**config.mk**
```make
export PLATFORM = sky130hd
export DESIGN_NAME = vga_frame_scheduler_flat
export DESIGN_NICKNAME = d
export VERILOG_FILES = /design/src/rtl/vga_frame_scheduler_if.sv /design/src/rtl/vga_frame_scheduler.sv /design/src/flat_wrapper.sv
export SDC_FILE = /design/constraint.sdc
export NUM_CORES = 1
export LEC_CHECK = 0
export ABC_AREA = 1
export CAP_MARGIN = 20
export CORE_MARGIN = 10
export CORE_UTILIZATION = 53
export CTS_BUF_LIST = sky130_fd_sc_hd__clkbuf_8
export CTS_CLUSTER_DIAMETER = 80
export CTS_CLUSTER_SIZE = 28
export DETAILED_ROUTE_END_ITERATION = 10
export PLACE_DENSITY = 0.91
export SYNTH_ARGS = -nofsm -noshare
export SYNTH_HDL_FRONTEND = slang
export SYNTH_SLANG_ARGS = --single-unit
```
**constraint.sdc**
```tcl
create_clock -name iVGA_CLK -period 1.6 [get_ports iVGA_CLK]
set_clock_uncertainty 0.05 [all_clocks]
set_input_delay 0.32 -clock iVGA_CLK [delete_from_list [all_inputs] [get_ports iVGA_CLK]]
set_output_delay 0.32 -clock iVGA_CLK [all_outputs]
set_load 0.02 [all_outputs]
```
**src/rtl/vga_frame_scheduler_if.sv**
```systemverilog
// Board-side bundle for the frame scheduler: sync, buttons and switches in,
// committed square position, background and status out.
interface vga_frame_scheduler_if;
    logic       iVS;
    logic       btn_up;
    logic       btn_down;
    logic       btn_left;
    logic       btn_right;
    logic       sw_black;
    logic       sw_white;
    logic       sw_blue;
    logic       sw_red;
    logic       sw_green;
    logic [9:0] player_x;
    logic [9:0] player_y;
    logic [2:0] bg_index;
    logic       frame_tick;
    logic       busy;

    // Board / stimulus side.
    modport master (
        output iVS, btn_up, btn_down, btn_left, btn_right,
        output sw_black, sw_white, sw_blue, sw_red, sw_green,
        input  player_x, player_y, bg_index, frame_tick, busy
    );

    // Scheduler side.
    modport slave (
        input  iVS, btn_up, btn_down, btn_left, btn_right,
        input  sw_black, sw_white, sw_blue, sw_red, sw_green,
        output player_x, player_y, bg_index, frame_tick, busy
    );
endinterface

```
**src/rtl/vga_frame_scheduler.sv**
```systemverilog
// Frame-synchronous update controller: gathers move requests and background
// switches during the visible frame and commits the new square position and
// background only inside vertical sync, so the pixel pipeline never sees a
// mid-frame change.
module vga_frame_scheduler #(
    parameter int unsigned H_ACTIVE = 640,
    parameter int unsigned V_ACTIVE = 480,
    parameter int unsigned SQUARE   = 128,
    parameter int unsigned STEP     = 4,
    parameter int unsigned X_INIT   = 256,
    parameter int unsigned Y_INIT   = 176,
    parameter int unsigned MOVE_DIV = 1
) (
    input  logic                  iVGA_CLK,
    input  logic                  reset,
    vga_frame_scheduler_if.slave  bus
);

    localparam int unsigned       FcntW    = (MOVE_DIV > 1) ? $clog2(MOVE_DIV) : 1;
    localparam logic [FcntW-1:0]  FcntLast = FcntW'(MOVE_DIV - 1);
    localparam logic signed [10:0] XMax    = 11'(H_ACTIVE - SQUARE);
    localparam logic signed [10:0] YMax    = 11'(V_ACTIVE - SQUARE);
    localparam logic signed [10:0] Step    = 11'(STEP);

    typedef enum logic [1:0] {StIdle, StLatch, StCalc, StCommit} state_e;

    state_e             r_state;
    logic               r_vs_d;
    logic [3:0]         r_sticky;     // {right, left, down, up}
    logic [3:0]         r_req;
    logic [4:0]         r_sw_q;       // {green, red, blue, white, black}
    logic               r_move_en;
    logic [FcntW-1:0]   r_fcnt;
    logic [9:0]         r_nx;
    logic [9:0]         r_ny;
    logic [2:0]         r_nbg;
    logic [9:0]         r_player_x;
    logic [9:0]         r_player_y;
    logic [2:0]         r_bg_index;
    logic               r_frame_tick;
    logic               r_busy;

    logic [3:0]         w_btn;
    logic [4:0]         w_sw;
    logic               w_edge;
    logic signed [10:0] w_x_s;
    logic signed [10:0] w_y_s;
    logic signed [10:0] w_nx_s;
    logic signed [10:0] w_ny_s;
    logic [2:0]         w_nbg;

    assign w_btn  = {bus.btn_right, bus.btn_left, bus.btn_down, bus.btn_up};
    assign w_sw   = {bus.sw_green, bus.sw_red, bus.sw_blue, bus.sw_white, bus.sw_black};
    assign w_edge = r_vs_d & ~bus.iVS;

    // Next position: opposing requests cancel, single requests step and clamp.
    always_comb begin
        w_x_s  = $signed({1'b0, r_player_x});
        w_y_s  = $signed({1'b0, r_player_y});
        w_nx_s = w_x_s;
        w_ny_s = w_y_s;
        if (r_move_en) begin
            if (r_req[2] && !r_req[3]) begin
                w_nx_s = w_x_s - Step;
                if (w_nx_s < 11'sd0) w_nx_s = 11'sd0;
            end else if (r_req[3] && !r_req[2]) begin
                w_nx_s = w_x_s + Step;
                if (w_nx_s > XMax) w_nx_s = XMax;
            end
            if (r_req[0] && !r_req[1]) begin
                w_ny_s = w_y_s - Step;
                if (w_ny_s < 11'sd0) w_ny_s = 11'sd0;
            end else if (r_req[1] && !r_req[0]) begin
                w_ny_s = w_y_s + Step;
                if (w_ny_s > YMax) w_ny_s = YMax;
            end
        end
    end

    // Background select by fixed priority: black > white > blue > red > green.
    always_comb begin
        w_nbg = 3'd0;
        if (r_sw_q[0])      w_nbg = 3'd1;
        else if (r_sw_q[1]) w_nbg = 3'd2;
        else if (r_sw_q[2]) w_nbg = 3'd3;
        else if (r_sw_q[3]) w_nbg = 3'd4;
        else if (r_sw_q[4]) w_nbg = 3'd5;
    end

    // Update sequencer with sticky request capture and registered outputs.
    always_ff @(posedge iVGA_CLK) begin
        if (reset) begin
            r_state      <= StIdle;
            r_vs_d       <= 1'b1;
            r_sticky     <= '0;
            r_req        <= '0;
            r_sw_q       <= '0;
            r_move_en    <= 1'b0;
            r_fcnt       <= '0;
            r_nx         <= 10'(X_INIT);
            r_ny         <= 10'(Y_INIT);
            r_nbg        <= 3'd0;
            r_player_x   <= 10'(X_INIT);
            r_player_y   <= 10'(Y_INIT);
            r_bg_index   <= 3'd0;
            r_frame_tick <= 1'b0;
            r_busy       <= 1'b0;
        end else begin
            r_vs_d       <= bus.iVS;
            r_frame_tick <= 1'b0;
            if (r_state != StLatch) r_sticky <= r_sticky | w_btn;
            unique case (r_state)
                StIdle: begin
                    // Edges seen in any other state are deliberately dropped.
                    if (w_edge) begin
                        r_state      <= StLatch;
                        r_frame_tick <= 1'b1;
                        r_busy       <= 1'b1;
                    end
                end
                StLatch: begin
                    r_req  <= r_sticky | w_btn;
                    r_sw_q <= w_sw;
                    if (r_fcnt == FcntLast) begin
                        r_move_en <= 1'b1;
                        r_fcnt    <= '0;
                        r_sticky  <= '0;
                    end else begin
                        // Non-move frame: requests carry over to the next move frame.
                        r_move_en <= 1'b0;
                        r_fcnt    <= r_fcnt + 1'b1;
                        r_sticky  <= r_sticky | w_btn;
                    end
                    r_state <= StCalc;
                end
                StCalc: begin
                    r_nx    <= w_nx_s[9:0];
                    r_ny    <= w_ny_s[9:0];
                    r_nbg   <= w_nbg;
                    r_state <= StCommit;
                end
                StCommit: begin
                    r_player_x <= r_nx;
                    r_player_y <= r_ny;
                    r_bg_index <= r_nbg;
                    r_busy     <= 1'b0;
                    r_state    <= StIdle;
                end
                default: r_state <= StIdle;
            endcase
        end
    end

    assign bus.player_x   = r_player_x;
    assign bus.player_y   = r_player_y;
    assign bus.bg_index   = r_bg_index;
    assign bus.frame_tick = r_frame_tick;
    assign bus.busy       = r_busy;

endmodule

```
**src/flat_wrapper.sv**
```systemverilog
// flat-port wrapper written by rule: the top's interface ports become plain ports
module vga_frame_scheduler_flat 
#(
    parameter int unsigned H_ACTIVE = 640,
    parameter int unsigned V_ACTIVE = 480,
    parameter int unsigned SQUARE   = 128,
    parameter int unsigned STEP     = 4,
    parameter int unsigned X_INIT   = 256,
    parameter int unsigned Y_INIT   = 176,
    parameter int unsigned MOVE_DIV = 1
)
  (iVGA_CLK, reset, bus_iVS, bus_btn_up, bus_btn_down, bus_btn_left, bus_btn_right, bus_sw_black, bus_sw_white, bus_sw_blue, bus_sw_red, bus_sw_green, bus_player_x, bus_player_y, bus_bg_index, bus_frame_tick, bus_busy);
  vga_frame_scheduler_if bus_i ();
  input  logic iVGA_CLK;
  input  logic reset;
  input wire logic [$bits(bus_i.iVS)-1:0] bus_iVS;
  input wire logic [$bits(bus_i.btn_up)-1:0] bus_btn_up;
  input wire logic [$bits(bus_i.btn_down)-1:0] bus_btn_down;
  input wire logic [$bits(bus_i.btn_left)-1:0] bus_btn_left;
  input wire logic [$bits(bus_i.btn_right)-1:0] bus_btn_right;
  input wire logic [$bits(bus_i.sw_black)-1:0] bus_sw_black;
  input wire logic [$bits(bus_i.sw_white)-1:0] bus_sw_white;
  input wire logic [$bits(bus_i.sw_blue)-1:0] bus_sw_blue;
  input wire logic [$bits(bus_i.sw_red)-1:0] bus_sw_red;
  input wire logic [$bits(bus_i.sw_green)-1:0] bus_sw_green;
  output wire logic [$bits(bus_i.player_x)-1:0] bus_player_x;
  output wire logic [$bits(bus_i.player_y)-1:0] bus_player_y;
  output wire logic [$bits(bus_i.bg_index)-1:0] bus_bg_index;
  output wire logic [$bits(bus_i.frame_tick)-1:0] bus_frame_tick;
  output wire logic [$bits(bus_i.busy)-1:0] bus_busy;
  assign bus_i.iVS = bus_iVS;
  assign bus_i.btn_up = bus_btn_up;
  assign bus_i.btn_down = bus_btn_down;
  assign bus_i.btn_left = bus_btn_left;
  assign bus_i.btn_right = bus_btn_right;
  assign bus_i.sw_black = bus_sw_black;
  assign bus_i.sw_white = bus_sw_white;
  assign bus_i.sw_blue = bus_sw_blue;
  assign bus_i.sw_red = bus_sw_red;
  assign bus_i.sw_green = bus_sw_green;
  assign bus_player_x = bus_i.player_x;
  assign bus_player_y = bus_i.player_y;
  assign bus_bg_index = bus_i.bg_index;
  assign bus_frame_tick = bus_i.frame_tick;
  assign bus_busy = bus_i.busy;
  vga_frame_scheduler #(.H_ACTIVE(H_ACTIVE), .V_ACTIVE(V_ACTIVE), .SQUARE(SQUARE), .STEP(STEP), .X_INIT(X_INIT), .Y_INIT(Y_INIT), .MOVE_DIV(MOVE_DIV)) u_core (.iVGA_CLK(iVGA_CLK), .reset(reset), .bus(bus_i));
endmodule
```
Word-level counts from Yosys, hierarchy flattened
Index checks and enable logic that the tools add are counted.
{"block": "totals", "reg_bits": 66, "input_bits": 12, "output_inout_bits": 25, "elab_cells": 71}
{"block": "op_classes", "add_sub_neg": 5, "magnitude_cmp": 4, "n_eq_ne": 5, "n_mux": 25, "bitwise": 4, "n_reduce_logical": 13}
{"op": "$mux 10", "count": 10}
{"op": "$add 10x3->11 const B", "count": 2}
{"op": "$lt 11x1->1 const B", "count": 2}
{"op": "$sub 10x3->11 const B", "count": 2}
{"op": "$mux 3", "count": 5}
{"op": "$mux 4", "count": 3}
{"op": "$gt 11x10->1 const B", "count": 1}
{"op": "$gt 11x11->1 const B", "count": 1}
{"op": "$pmux 2 s4", "count": 1}
{"op": "$eq 2x2->1 const B", "count": 2}
{"op": "$logic_and 1x1->1", "count": 4}
{"op": "$logic_not 1->1", "count": 4}
{"op": "$mux 1", "count": 4}
{"op": "$ne 2x1->1 const B", "count": 2}
{"op": "$or 4x4->4", "count": 1}
{"op": "$reduce_bool 2->1", "count": 2}
{"op": "$eq 2x1->1 const B", "count": 1}
{"op": "$logic_not 2->1", "count": 1}
{"op": "$mux 2", "count": 1}
{"op": "$not 1->1", "count": 2}
{"op": "$pmux 1 s2", "count": 1}
{"op": "$reduce_and 2->1", "count": 1}
{"op": "$reduce_or 2->1", "count": 1}
{"op": "$add 1x1->1 const B", "count": 1}
{"op": "$and 1x1->1", "count": 1}

Depth between registers and ports, before layout
{"block": "logic_depth", "ltp_word": 6, "mapped_depth": 16, "depth_no_buf": 16}

Least setup slack after synthesis
OpenSTA, ideal clock, no wires.
{"block": "synth_path", "kind": "register -> register", "from": "register u_core.r_player_y[2] (netlist: u_core.bus.player_y[2])", "to": "register u_core.r_ny[2]", "setup_time_ns": 0.068, "arrival_time_ns": 1.887, "required_time_ns": 1.482, "path_slack_ns": -0.404, "path_stages_with_launch": 14, "n_path_buf": 0, "synth_period_minus_slack_ns": 2.004, "cell_sequence": "dfxtp_1 -> clkinv_1 -> ha_1 -> nand2_1 -> nor2_1 -> nand2_1 -> nor3_2 -> nor2_2 -> nand2_1 -> o211ai_1 -> inv_1 -> nand2_1 -> nand2_1 -> a21oi_2"}
{"block": "synth_via", "elab_chain_cells": 6, "word_cells_on_any_way": 9, "classes_between": "add/sub: 2; order compare: 2; mux: 5"}
{"item": "from (decl)", "line_no": "vga_frame_scheduler.sv:38", "rtl": "logic [9:0] r_player_y;"}
{"item": "from (signal assigned)", "line_no": "vga_frame_scheduler.sv:104", "rtl": "r_player_y <= 10'(Y_INIT);"}
{"item": "from (signal assigned)", "line_no": "vga_frame_scheduler.sv:144", "rtl": "r_player_y <= r_ny;"}
{"item": "$add 10x3->11", "line_no": "vga_frame_scheduler.sv:74", "rtl": "w_ny_s = w_y_s + Step;"}
{"item": "$gt 11x10->1", "line_no": "vga_frame_scheduler.sv:75", "rtl": "if (w_ny_s > YMax) w_ny_s = YMax;"}
{"item": "$mux 10", "line_no": "vga_frame_scheduler.sv:75"}
{"item": "$mux 10", "line_no": "vga_frame_scheduler.sv:73", "rtl": "end else if (r_req[1] && !r_req[0]) begin"}
{"item": "$mux 10", "line_no": "vga_frame_scheduler.sv:70", "rtl": "if (r_req[0] && !r_req[1]) begin"}
{"item": "$mux 10 (*)", "line_no": "vga_frame_scheduler.sv:62", "rtl": "if (r_move_en) begin"}
{"item": "to (signal assigned)", "line_no": "vga_frame_scheduler.sv:101", "rtl": "r_ny <= 10'(Y_INIT);"}
{"item": "to (signal assigned)", "line_no": "vga_frame_scheduler.sv:138", "rtl": "r_ny <= w_ny_s[9:0];"}
{"item": "to (decl)", "line_no": "vga_frame_scheduler.sv:35", "rtl": "logic [9:0] r_ny;"}
Mark *: on every way between the ends. The rest lies on a longest branch, timed or not.
A chain may end at the register's enable or synchronous reset.

Worst setup path after layout
{"block": "layout_path", "from": "register u_core.r_player_x[3] (netlist: u_core.bus.player_x[3])", "to": "register u_core.r_nx[8]"}
{"block": "layout_via", "elab_chain_cells": 6, "word_cells_on_any_way": 9, "classes_between": "add/sub: 2; order compare: 2; mux: 5"}
{"item": "from (decl)", "line_no": "vga_frame_scheduler.sv:37", "rtl": "logic [9:0] r_player_x;"}
{"item": "from (signal assigned)", "line_no": "vga_frame_scheduler.sv:103", "rtl": "r_player_x <= 10'(X_INIT);"}
{"item": "from (signal assigned)", "line_no": "vga_frame_scheduler.sv:143", "rtl": "r_player_x <= r_nx;"}
{"item": "$add 10x3->11", "line_no": "vga_frame_scheduler.sv:67", "rtl": "w_nx_s = w_x_s + Step;"}
{"item": "$gt 11x11->1", "line_no": "vga_frame_scheduler.sv:68", "rtl": "if (w_nx_s > XMax) w_nx_s = XMax;"}
{"item": "$mux 10", "line_no": "vga_frame_scheduler.sv:68"}
{"item": "$mux 10", "line_no": "vga_frame_scheduler.sv:66", "rtl": "end else if (r_req[3] && !r_req[2]) begin"}
{"item": "$mux 10 (*)", "line_no": "vga_frame_scheduler.sv:63", "rtl": "if (r_req[2] && !r_req[3]) begin"}
{"item": "$mux 10 (*)", "line_no": "vga_frame_scheduler.sv:62"}
{"item": "to (signal assigned)", "line_no": "vga_frame_scheduler.sv:100", "rtl": "r_nx <= 10'(X_INIT);"}
{"item": "to (signal assigned)", "line_no": "vga_frame_scheduler.sv:137", "rtl": "r_nx <= w_nx_s[9:0];"}
{"item": "to (decl)", "line_no": "vga_frame_scheduler.sv:34", "rtl": "logic [9:0] r_nx;"}
Marks and branches as above.

==> metrics <==
outcome finished, violations left; violated checks setup timing; Simple-Gate Fraction of Synth Area 0.256; adder and majority gate portion of the synthesized area 0.0402; DRT Pass-1 Iters 5; dpl hpwl 7260 um; final hold vios 0; Req. time, crit path 1.85 ns; CTS tree done; reg-to-reg slack, setup -0.28 ns; Least-Margin Pin Slew 0.335 ns; maxcap violations 0; Min-Delay Path Class reg2reg; Worst path max stage delay 0.40 ns; row cnt 29; routed wire length 11,100 um; Wirelength per Cell 16.5 um; Synth cell types 34; Final setup viols 20; Area after DPL 0.00433 mm2; initial antenna violation count 0; die area 0.0101 mm2; CP max stage cell dfxtp_4; Final Cycle Share 1.17; Slew headroom 0.776; crit path cell chain ha_4, nand2_2, inv_2, nand4_1, xor2_2, nand4_1, nand2_2, nand2_1, nand2_1, nand2_1, nand2_1, nand2_1, nand2_1; total CTS buffers 9; main combinational cell family by area after synthesis simple AND/OR/NAND/NOR gates; #FFs+latches synth 65; Synth Area in XOR/XNOR 0.0410; sequential area share after synthesis 0.380; Post-Syn Area 0.00342 mm2; mux share of post-synthesis cell area 0; crit path time final 1.88 ns; Synth warnings 0; Syn Inst Count 499; Initial Util 0.542; utilization after layout 0.755; Crit path max-delay family simple AND/OR/NAND/NOR gates; syn_nets 522; post-DR vias/cell 5.77; Core ar. 0.00631 mm2; Power Dens Cells 1610 mW/mm2; Routability Congestion 0.967; die height 100 um; Slew Viols, Final 0; vias in the first global route 3,721; critical setup path kind reg2reg; Root Buffer clkbuf_8; # DRC 0; PnR worst setup slack -0.277 ns; Initial DRC Count 394; share of cells above drive strength 1 0.263; Critical Path Fanout Max 7; most used cell, CP nand2_1; Max Clock Freq 533 MHz; via count 3,882; largest net degree at the start of global routing 30; leakage power 0.00205 uW; first-pass GRT wire length 17,300 um; antenna-violating nets left 0; area grow syn2layout 39.4%; fin area 0.00477 mm2; worst-case clock buffer depth 2; Critical Path End Type register; syn_area_per_cell 6.86 um2; GRT Overall Usage 0.207; I/O pins 37; Critical Path AT 2.13 ns; CTS Sinks 65; grt total ovfl 0; compound-cell area share of the yosys netlist 0.197; DIE WIDTH 100 um; IO buf count 36; CP bufs+invs 1; RSZ-0062 raised after global routing true; # nets final 615; Worst setup SP type register; # diodes 0; H-tree depth 3; clock-pin slew of the registers on the worst-case setup and hold paths 0.07 ns; worst ir drop on vdd 1050 uV; worst-skew pair later-pin latency 0.35 ns
==> report_power, final <==
| part | internal, uW | switching, uW | total, uW | leakage, uW |
|---|---|---|---|---|
| logic | 1470 | 2280 | 3750 | 0.00140 |
| registers | 2060 | 365 | 2430 | 0.000536 |
| clock network | 864 | 661 | 1520 | 0.000111 |
==> state kept, by name, summed over array words and instances (netlist names), 3 cells and up <==
name	flops
u_core.bus.bg_index	3
u_core.bus.player_x	10
u_core.bus.player_y	10
u_core.r_nbg	3
u_core.r_nx	10
u_core.r_ny	10
u_core.r_req	4
u_core.r_sticky	4
u_core.r_sw_q	5
==> Yosys cell counts <==
cell type | number | area (um2)
a21oi_1 | 60 | 300
a211oi_1 | 1 | 7.51
nand2_1 | 110 | 413
inv_1 | 49 | 184
o2111ai_1 | 1 | 8.76
clkbuf_1 | 18 | 67.6
o21ai_0 | 47 | 235
nor2_2 | 4 | 25.0
or2_4 | 1 | 8.76
or2_2 | 1 | 6.26
o22ai_1 | 5 | 31.3
nand3_2 | 2 | 20.0
inv_2 | 4 | 15.0
a21oi_2 | 2 | 17.5
clkinv_1 | 2 | 7.51
nor2_1 | 46 | 173
o211ai_1 | 3 | 22.5
nand3_1 | 27 | 135
nand2_4 | 1 | 11.3
o21ai_1 | 4 | 20.0
or2_0 | 1 | 6.26
xnor2_1 | 1 | 8.76
a221oi_1 | 2 | 17.5
nor3_2 | 2 | 20.0
nor3_1 | 3 | 15.0
a31oi_1 | 2 | 12.5
buf_1 | 1 | 3.75
buf_4 | 2 | 15.0
nand2_2 | 2 | 12.5
dfxtp_1 | 65 | 1300
ha_1 | 11 | 138
xor2_1 | 15 | 131
nand4_2 | 1 | 12.5
nand4_1 | 3 | 18.8
==> cells by family after synthesis <==
logic type	Yosys count
flops	65
fa+ha+maj	11
compound gates	127
buf+inv	76
simple gates	204
xor+xnor	16
==> layout make-up <==
type | count | area [um2]
Multi-Input combinational cell | 358 | 2050
Fill cell | 434 | 1540
Sequential cell | 65 | 1330
Timing Repair Buffer | 103 | 868
Inverter | 55 | 219
Clock buffer | 9 | 124
Tap cell | 77 | 96.3
Clock inverter | 6 | 83.8
==> path summary, 6_finish.rpt <==
| path | start | endpoint | cells past startpoint |
|---|---|---|---|
| max | u_core.bus.player_x[3]$_SDFFE_PP0P_ | u_core.r_nx[8]$_SDFFE_PP1P_ | 13 |
| min | u_core.r_nx[5]$_SDFFE_PP0P_ | u_core.r_nx[5]$_SDFFE_PP0P_ | 2 |
| max reg2reg | u_core.bus.player_x[3]$_SDFFE_PP0P_ | u_core.r_nx[8]$_SDFFE_PP1P_ | 13 |
| min reg2reg | u_core.r_nx[5]$_SDFFE_PP0P_ | u_core.r_nx[5]$_SDFFE_PP0P_ | 2 |
==> tightest hold or removal path, stage by stage, from the launching register on <==
cell and delay (ns):
dfxtp_1 0.31, nand2_1 0.06, a21oi_1 0.06
==> per-layer routing <==
layer	GRT usage	up-vias	share of wire
met2	0.359	201	0.51
met5	0	-	0
met3	0.0391	48	0.065
met1	0.240	1820	0.39
li1	-	1813	-
met4	0.0935	0	0.036
==> repair_timing <==
action / CTS / global route
gates resized for setup: 53 / 27
pin swaps: 20 / 21
setup endpoints to repair: 45 / 23
cloned: 0 / 0
hold buffers: 0 / 0
setup buffers: 12 / 0
==> layout by cell type, fill, tap and decap left out, types with 2 or more instances in the layout <==
| cell type | count |
|---|---|
| nand2_1 | 98 |
| nor3_4 | 2 |
| inv_4 | 4 |
| a21oi_2 | 6 |
| nor2_1 | 42 |
| clkinv_4 | 2 |
| inv_2 | 7 |
| buf_4 | 63 |
| nand2_4 | 2 |
| nor2_2 | 4 |
| clkbuf_8 | 9 |
| ha_4 | 4 |
| nand3_1 | 20 |
| dfxtp_4 | 6 |
| xor2_1 | 14 |
| o22ai_1 | 5 |
| inv_1 | 44 |
| buf_6 | 2 |
| dlygate4sd2_1 | 19 |
| nor3_2 | 2 |
| a221oi_1 | 2 |
| buf_12 | 2 |
| a31oi_1 | 2 |
| dfxtp_1 | 55 |
| clkdlybuf4s50_1 | 11 |
| ha_1 | 6 |
| o211ai_1 | 3 |
| nor2_4 | 4 |
| nand2_2 | 13 |
| a21oi_1 | 56 |
| nand3_2 | 8 |
| bufinv_16 | 2 |
| dfxtp_2 | 4 |
| o21ai_2 | 2 |
| nand4_1 | 3 |
| clkdlybuf4s15_1 | 4 |
| o21ai_0 | 46 |
| o21ai_1 | 3 |
==> metrics by stage <==
stage / total power, uW / setup TNS [ns] / setup slack (ns) / hold WS (ns) / std cells
after floorplan: 4430 / -0.643 / -0.0958 / 0.380 / 499
after global placement: 5680 / -1.63 / -0.136 / 0.398 / 646
after detailed placement: 5820 / -2.63 / -0.193 / 0.402 / 646
after CTS: 7420 / -3.51 / -0.237 / 0.415 / 673
after global routing: 8110 / -7.07 / -0.439 / 0.429 / 673
final: 7700 / -4.36 / -0.277 / 0.419 / 673
No activity file was read; power rests on OpenSTA's default activity.
==> RTL change 1 (same flow settings) <==
Encoding of `state_e`: now one-hot (4 bits for 4 states).
--- a/src/rtl/vga_frame_scheduler.sv
+++ b/src/rtl/vga_frame_scheduler.sv
@@ -24,3 +24,3 @@
 
-    typedef enum logic [1:0] {StIdle, StLatch, StCalc, StCommit} state_e;
+    typedef enum logic [3:0] {StIdle = 4'b0001, StLatch = 4'b0010, StCalc = 4'b0100, StCommit = 4'b1000} state_e;
 
Check against the original RTL: same outputs for any inputs over 10 cycles, from zero or initial values and one cycle with reset high; not proved beyond that.
==> RTL change 1 against the original RTL <==
The run still ends with setup timing left; count of clock-buffer cells in the layout did not move; setup slack got worse by 18 ps; sequential cell count rose by 2; area after synthesis rose by 0.55%; cell area rose by 1.4%; via count rose by 9.2%; wire length rose by 16%; critical endpoint is now u_core.r_ny[6].
Power is not compared: it rests on default switching activity, and its combinational part moved more than twofold at a synthesized area within 25%.
==> RTL change 1: results (changes against the original RTL) <==
status - finished, violations left
failing checks - setup timing
Worst-path clk slew - 80 ps
syn nets - 517 (-0.96%)
Post-Synth Adder-Cell Area - 0.0218 (-0.0184)
Setup WS pre-CTS - -125 ps (+67.8 ps)
vias in the first global route - 3746 (+0.67%)
sequential-to-total area share from yosys stat - 0.390 (+0.00956)
share of cells above drive strength 1 - 0.288 (+0.0247)
Yosys warnings - 0 (unchanged)
min-delay worst type - flop to flop
H-tree depth - 3 (unchanged)
post-DP HPWL - 6980 um (-3.9%)
Peak VDD IR - 0.977 mV
Inst Count DP - 643 (-0.46%)
complex-gate fraction of the synthesized area - 0.194 (-0.00289)
Primary FF master, synth - dfxtp_1
Final Worst Setup Slack - -295 ps (-18.3 ps)
Post-Synthesis Cells - 499 (unchanged)
Synth async-reset ratio - 0 (unchanged)
clock latency on the worst-skew pair - 360 ps
Longest Clk Path Bufs - 2 (unchanged)
final wirelength - 12900 um (+16%)
Tot Pwr - 3900 uW
max cap viols - 0 (unchanged)
most frequent cells after synthesis - nand2_1 (110), dfxtp_1 (67), a21oi_1 (58)
XOR/XNOR share of the synthesized area - 0.0331 (-0.00786)
Critical path origin - u_core.bus.player_y[3]
total track usage - 0.213 (+0.00621)
DR vias/cell - 6.36 (+10%)
# fillers - 385 (-11%)
GP Congestion - 0.969 (+0.18%)
number of routed nets with antenna violations - 0 (unchanged)
ant diodes - 0 (unchanged)
critical path peak fanout - 6 (-1)
drt first pass iters - 7 (+2)
first-pass GRT wire length - 17500 um (+1.1%)
Comb group - 502 uW
switching share of power - 0.287
PortBufs - 36 (unchanged)
post-synth cell types - 34 (unchanged)
Synth area leaders - dfxtp_1 (39%), nand2_1 (12%), a21oi_1 (8.4%)
multiplexer share of the synthesized area - 0 (unchanged)
clock root cell - clkbuf_8
initial antenna violation count - 0 (unchanged)
routed length per placed instance - 19.3 um (+17%)
worst-margin pin slew - 369 ps (+33.9 ps)
min-delay src - u_core.r_nx[9]
largest net degree at the start of global routing - 37 (+23%)
clock share of power - 0.418
crit path DAT - 2130 ps (about the same)
Nets - 603 (-2.0%)
LEAKAGE - 0.00195 uW
DRT iter0 DRCs - 580 (+47%)
Inserted Clock Buffers - 9 (unchanged)
# setup viols final - 20 (unchanged)
RTL change 1: per-stage QoR:
step | TNS [ps] | cell area [um2]
after CTS | -1560 | 4610
after global placement | -357 | 4280
after floorplan | -352 | 3530
after detailed placement | -1410 | 4280
final | -3600 | 4830
after global routing | -6200 | 4830
RTL change 1: cell type report:
type                    instances  area share
repair buffers                 93       0.165
multi-input cells             361       0.436
well taps                      77      0.0199
clock inverters                 7      0.0204
repair inverters                1     0.00181
inverters                      52      0.0468
clock buffers                   9      0.0256
flip-flops and latches         67       0.285
RTL change 1: per-layer routing:
metal,up-vias,global-route usage,wire length [um]
met5,-,0,0
met1,1967,0.238,4730
met4,0,0.113,763
met2,341,0.368,6080
met3,108,0.0473,1320
li1,1823,-,-
RTL change 1: timing repair:
item,CTS,global route
cloned,0,1
endpoints found under the setup margin,46,41
gates resized for setup,57,47
pin swaps,24,22
setup buffers,3,4
RTL change 1: cell families (layout without fill, tap and decap cells):
logic type / count (synthesis) / in the layout
AO/OA/AOI/OAI: 122 / 122
buffers and inverters: 71 / 162
adder cells (fa/ha/maj): 6 / 6
XOR/XNOR: 13 / 13
AND/OR/NAND/NOR: 220 / 220
flip-flops: 67 / 67
RTL change 1: worst paths after layout:
kind                            cells after the start             end  slack, ps
worst max-delay path                               15  u_core.r_ny[6]       -290
worst min register to register                      2  u_core.r_nx[9]        420
worst max register to register                     15  u_core.r_ny[6]       -290
worst min-delay path                                2  u_core.r_nx[9]        420
RTL change 1: worst max-delay path, cell delays in order, from the launching register on:
cell     delay, ps
dfxtp_4        400
ha_4           170
nand3_1         90
nand2_1        120
nand2_2         70
nor2_1          80
nand2_1         70
nand2_2         80
nand2_2         60
nand2_4         90
nand2_4         90
nand2_1         70
nand2_1         60
nand2_1        100
nand2_1         90
a21oi_1        130
==> RTL change 2 (same flow settings) <==
Made on the original files. `V_ACTIVE` is set to 480 in 2 places; all go to 360.
--- a/src/rtl/vga_frame_scheduler.sv
+++ b/src/rtl/vga_frame_scheduler.sv
@@ -6,3 +6,3 @@
     parameter int unsigned H_ACTIVE = 640,
-    parameter int unsigned V_ACTIVE = 480,
+    parameter int unsigned V_ACTIVE = 360,
     parameter int unsigned SQUARE   = 128,
--- a/src/flat_wrapper.sv
+++ b/src/flat_wrapper.sv
@@ -4,3 +4,3 @@
     parameter int unsigned H_ACTIVE = 640,
-    parameter int unsigned V_ACTIVE = 480,
+    parameter int unsigned V_ACTIVE = 360,
     parameter int unsigned SQUARE   = 128,
Formal check against the unedited RTL: same outputs for any inputs over 10 cycles, from zero or initial values and one cycle with reset high; that may be too few to reach the edited logic, so the function may still have changed.
==> RTL change 2 against the original RTL <==
The flow finishes with violations (DRC, setup timing); cell count decreased by 0.30%; critical path depth decreased by 4; sequential cell count unchanged; setup slack got worse by 130 ps; cell area increased by 5.3%; area after synthesis increased by 2.4%; wire length increased by 33%; critical endpoint is now u_core.r_ny[2]; power increased by 9.5%; critical path type unchanged; largest power group unchanged.
==> RTL change 2: results (changes against the original RTL) <==
share of cells above drive strength 1 - 0.352 (+0.0884)
syn nets - 523 (+0.19%)
sequential-to-total area share from yosys stat - 0.371 (-0.00883)
clock root cell - clkbuf_8
Nets - 612 (-0.49%)
critical path peak fanout - 7 (unchanged)
Inserted Clock Buffers - 9 (unchanged)
failing checks - DRC, setup timing
H-tree depth - 3 (unchanged)
most frequent cells after synthesis - nand2_1 (115), dfxtp_1 (65), a21oi_1 (54)
total track usage - 0.230 (+0.0231)
PortBufs - 36 (unchanged)
Worst-path clk slew - 70 ps (about the same)
Synth area leaders - dfxtp_1 (37%), nand2_1 (12%), a21oi_1 (7.7%)
slowest stage delay, CP - 460 ps (+60 ps)
GR Util met3 - 0.0762 (+0.0371)
final wirelength - 14700 um (+33%)
slowest stage cell, crit path - o21ai_0
Area after DPL - 4260 um2 (-1.6%)
Longest Clk Path Bufs - 2 (unchanged)
Peak VDD IR - 1.35 mV (+29%)
drt first pass iters - 11 (+6)
max_slew headroom - 0.660 (-0.116)
post-synth cell types - 35 (+2.9%)
met1 Use GR - 0.237 (-0.00273)
drt drc - 1 (+1)
status - finished, violations left
Setup WS pre-CTS - -133 ps (+60.0 ps)
Final Worst Setup Slack - -406 ps (-129 ps)
DR vias/cell - 6.64 (+15%)
DRT iter0 DRCs - 779 (+98%)
vias in the first global route - 4058 (+9.1%)
first-pass GRT wire length - 19100 um (+10%)
routed length per placed instance - 22.0 um (+33%)
LEAKAGE - 0.00209 uW (+1.8%)
CP delay by family, top - compound AO/OA/AOI/OAI gates
Post-Synthesis Cells - 500 (+0.20%)
grt met2 use - 0.397 (+0.0389)
largest net degree at the start of global routing - 29 (-3.3%)
# setup viols final - 20 (unchanged)
min-delay worst type - flop to flop
initial antenna violation count - 0 (unchanged)
Yosys warnings - 0 (unchanged)
post-DP HPWL - 7040 um (-3.1%)
ant diodes - 0 (unchanged)
GP Congestion - 0.996 (+2.9%)
Inst Count DP - 642 (-0.62%)
crit path DAT - 2240 ps (+110 ps)
Setup TNS Final - -4650 ps (-294 ps)
[RTL change 2: worst paths after layout]
kind,from,endpoint,slack (ps),cells after the start
setup / recovery,u_core.r_req[1],u_core.r_ny[2],-410,9
hold / removal,u_core.r_sticky[1],u_core.r_sticky[1],420,2
hold reg to reg,u_core.r_sticky[1],u_core.r_sticky[1],420,2
setup reg to reg,u_core.r_req[1],u_core.r_ny[2],-410,9
[RTL change 2: timing repair]
| item | in CTS | in global routing |
|---|---|---|
| pin swaps | 17 | 32 |
| setup buffers | 4 | 9 |
| resized for setup | 78 | 93 |
| setup endpoints to repair | 45 | 25 |
[RTL change 2: where the power goes]
part	leakage, uW	switching, uW	internal, uW	total (uW)
sequential	0.000537	425	2060	2490
clock	0.000106	712	877	1590
combinational	0.00144	2770	1590	4360
[RTL change 2: worst reg2reg max path, delay by kind of cell, from the launching register on]
kind,cells,cell delay [ps]
buf+inv,2,210
simple gates,4,500
compound gates,3,810
flops,1,360
[RTL change 2: routing by layer]
metal	vias to the layer above	wire, um	share of wire
li1	1836	-	-
met1	1998	4890	0.33
met2	462	6770	0.46
met3	160	1780	0.12
met4	0	1300	0.088
met5	-	0	0
[RTL change 2: area by class of cell]
type,count,area (um2)
multi-input cells,362,2300
fillers,340,1360
flip-flops and latches,65,1350
repair buffers,100,856
inverters,51,205
clock buffers,9,124
well taps,77,96.3
clock inverters,7,93.8
[RTL change 2: kinds of logic after synthesis]
group | Yosys count | synth area share
buffers and inverters | 73 | 0.0961
XOR/XNOR | 12 | 0.0300
AO/OA/AOI/OAI | 129 | 0.204
flip-flops | 65 | 0.371
AND/OR/NAND/NOR | 210 | 0.259
adder cells (fa/ha/maj) | 11 | 0.0393
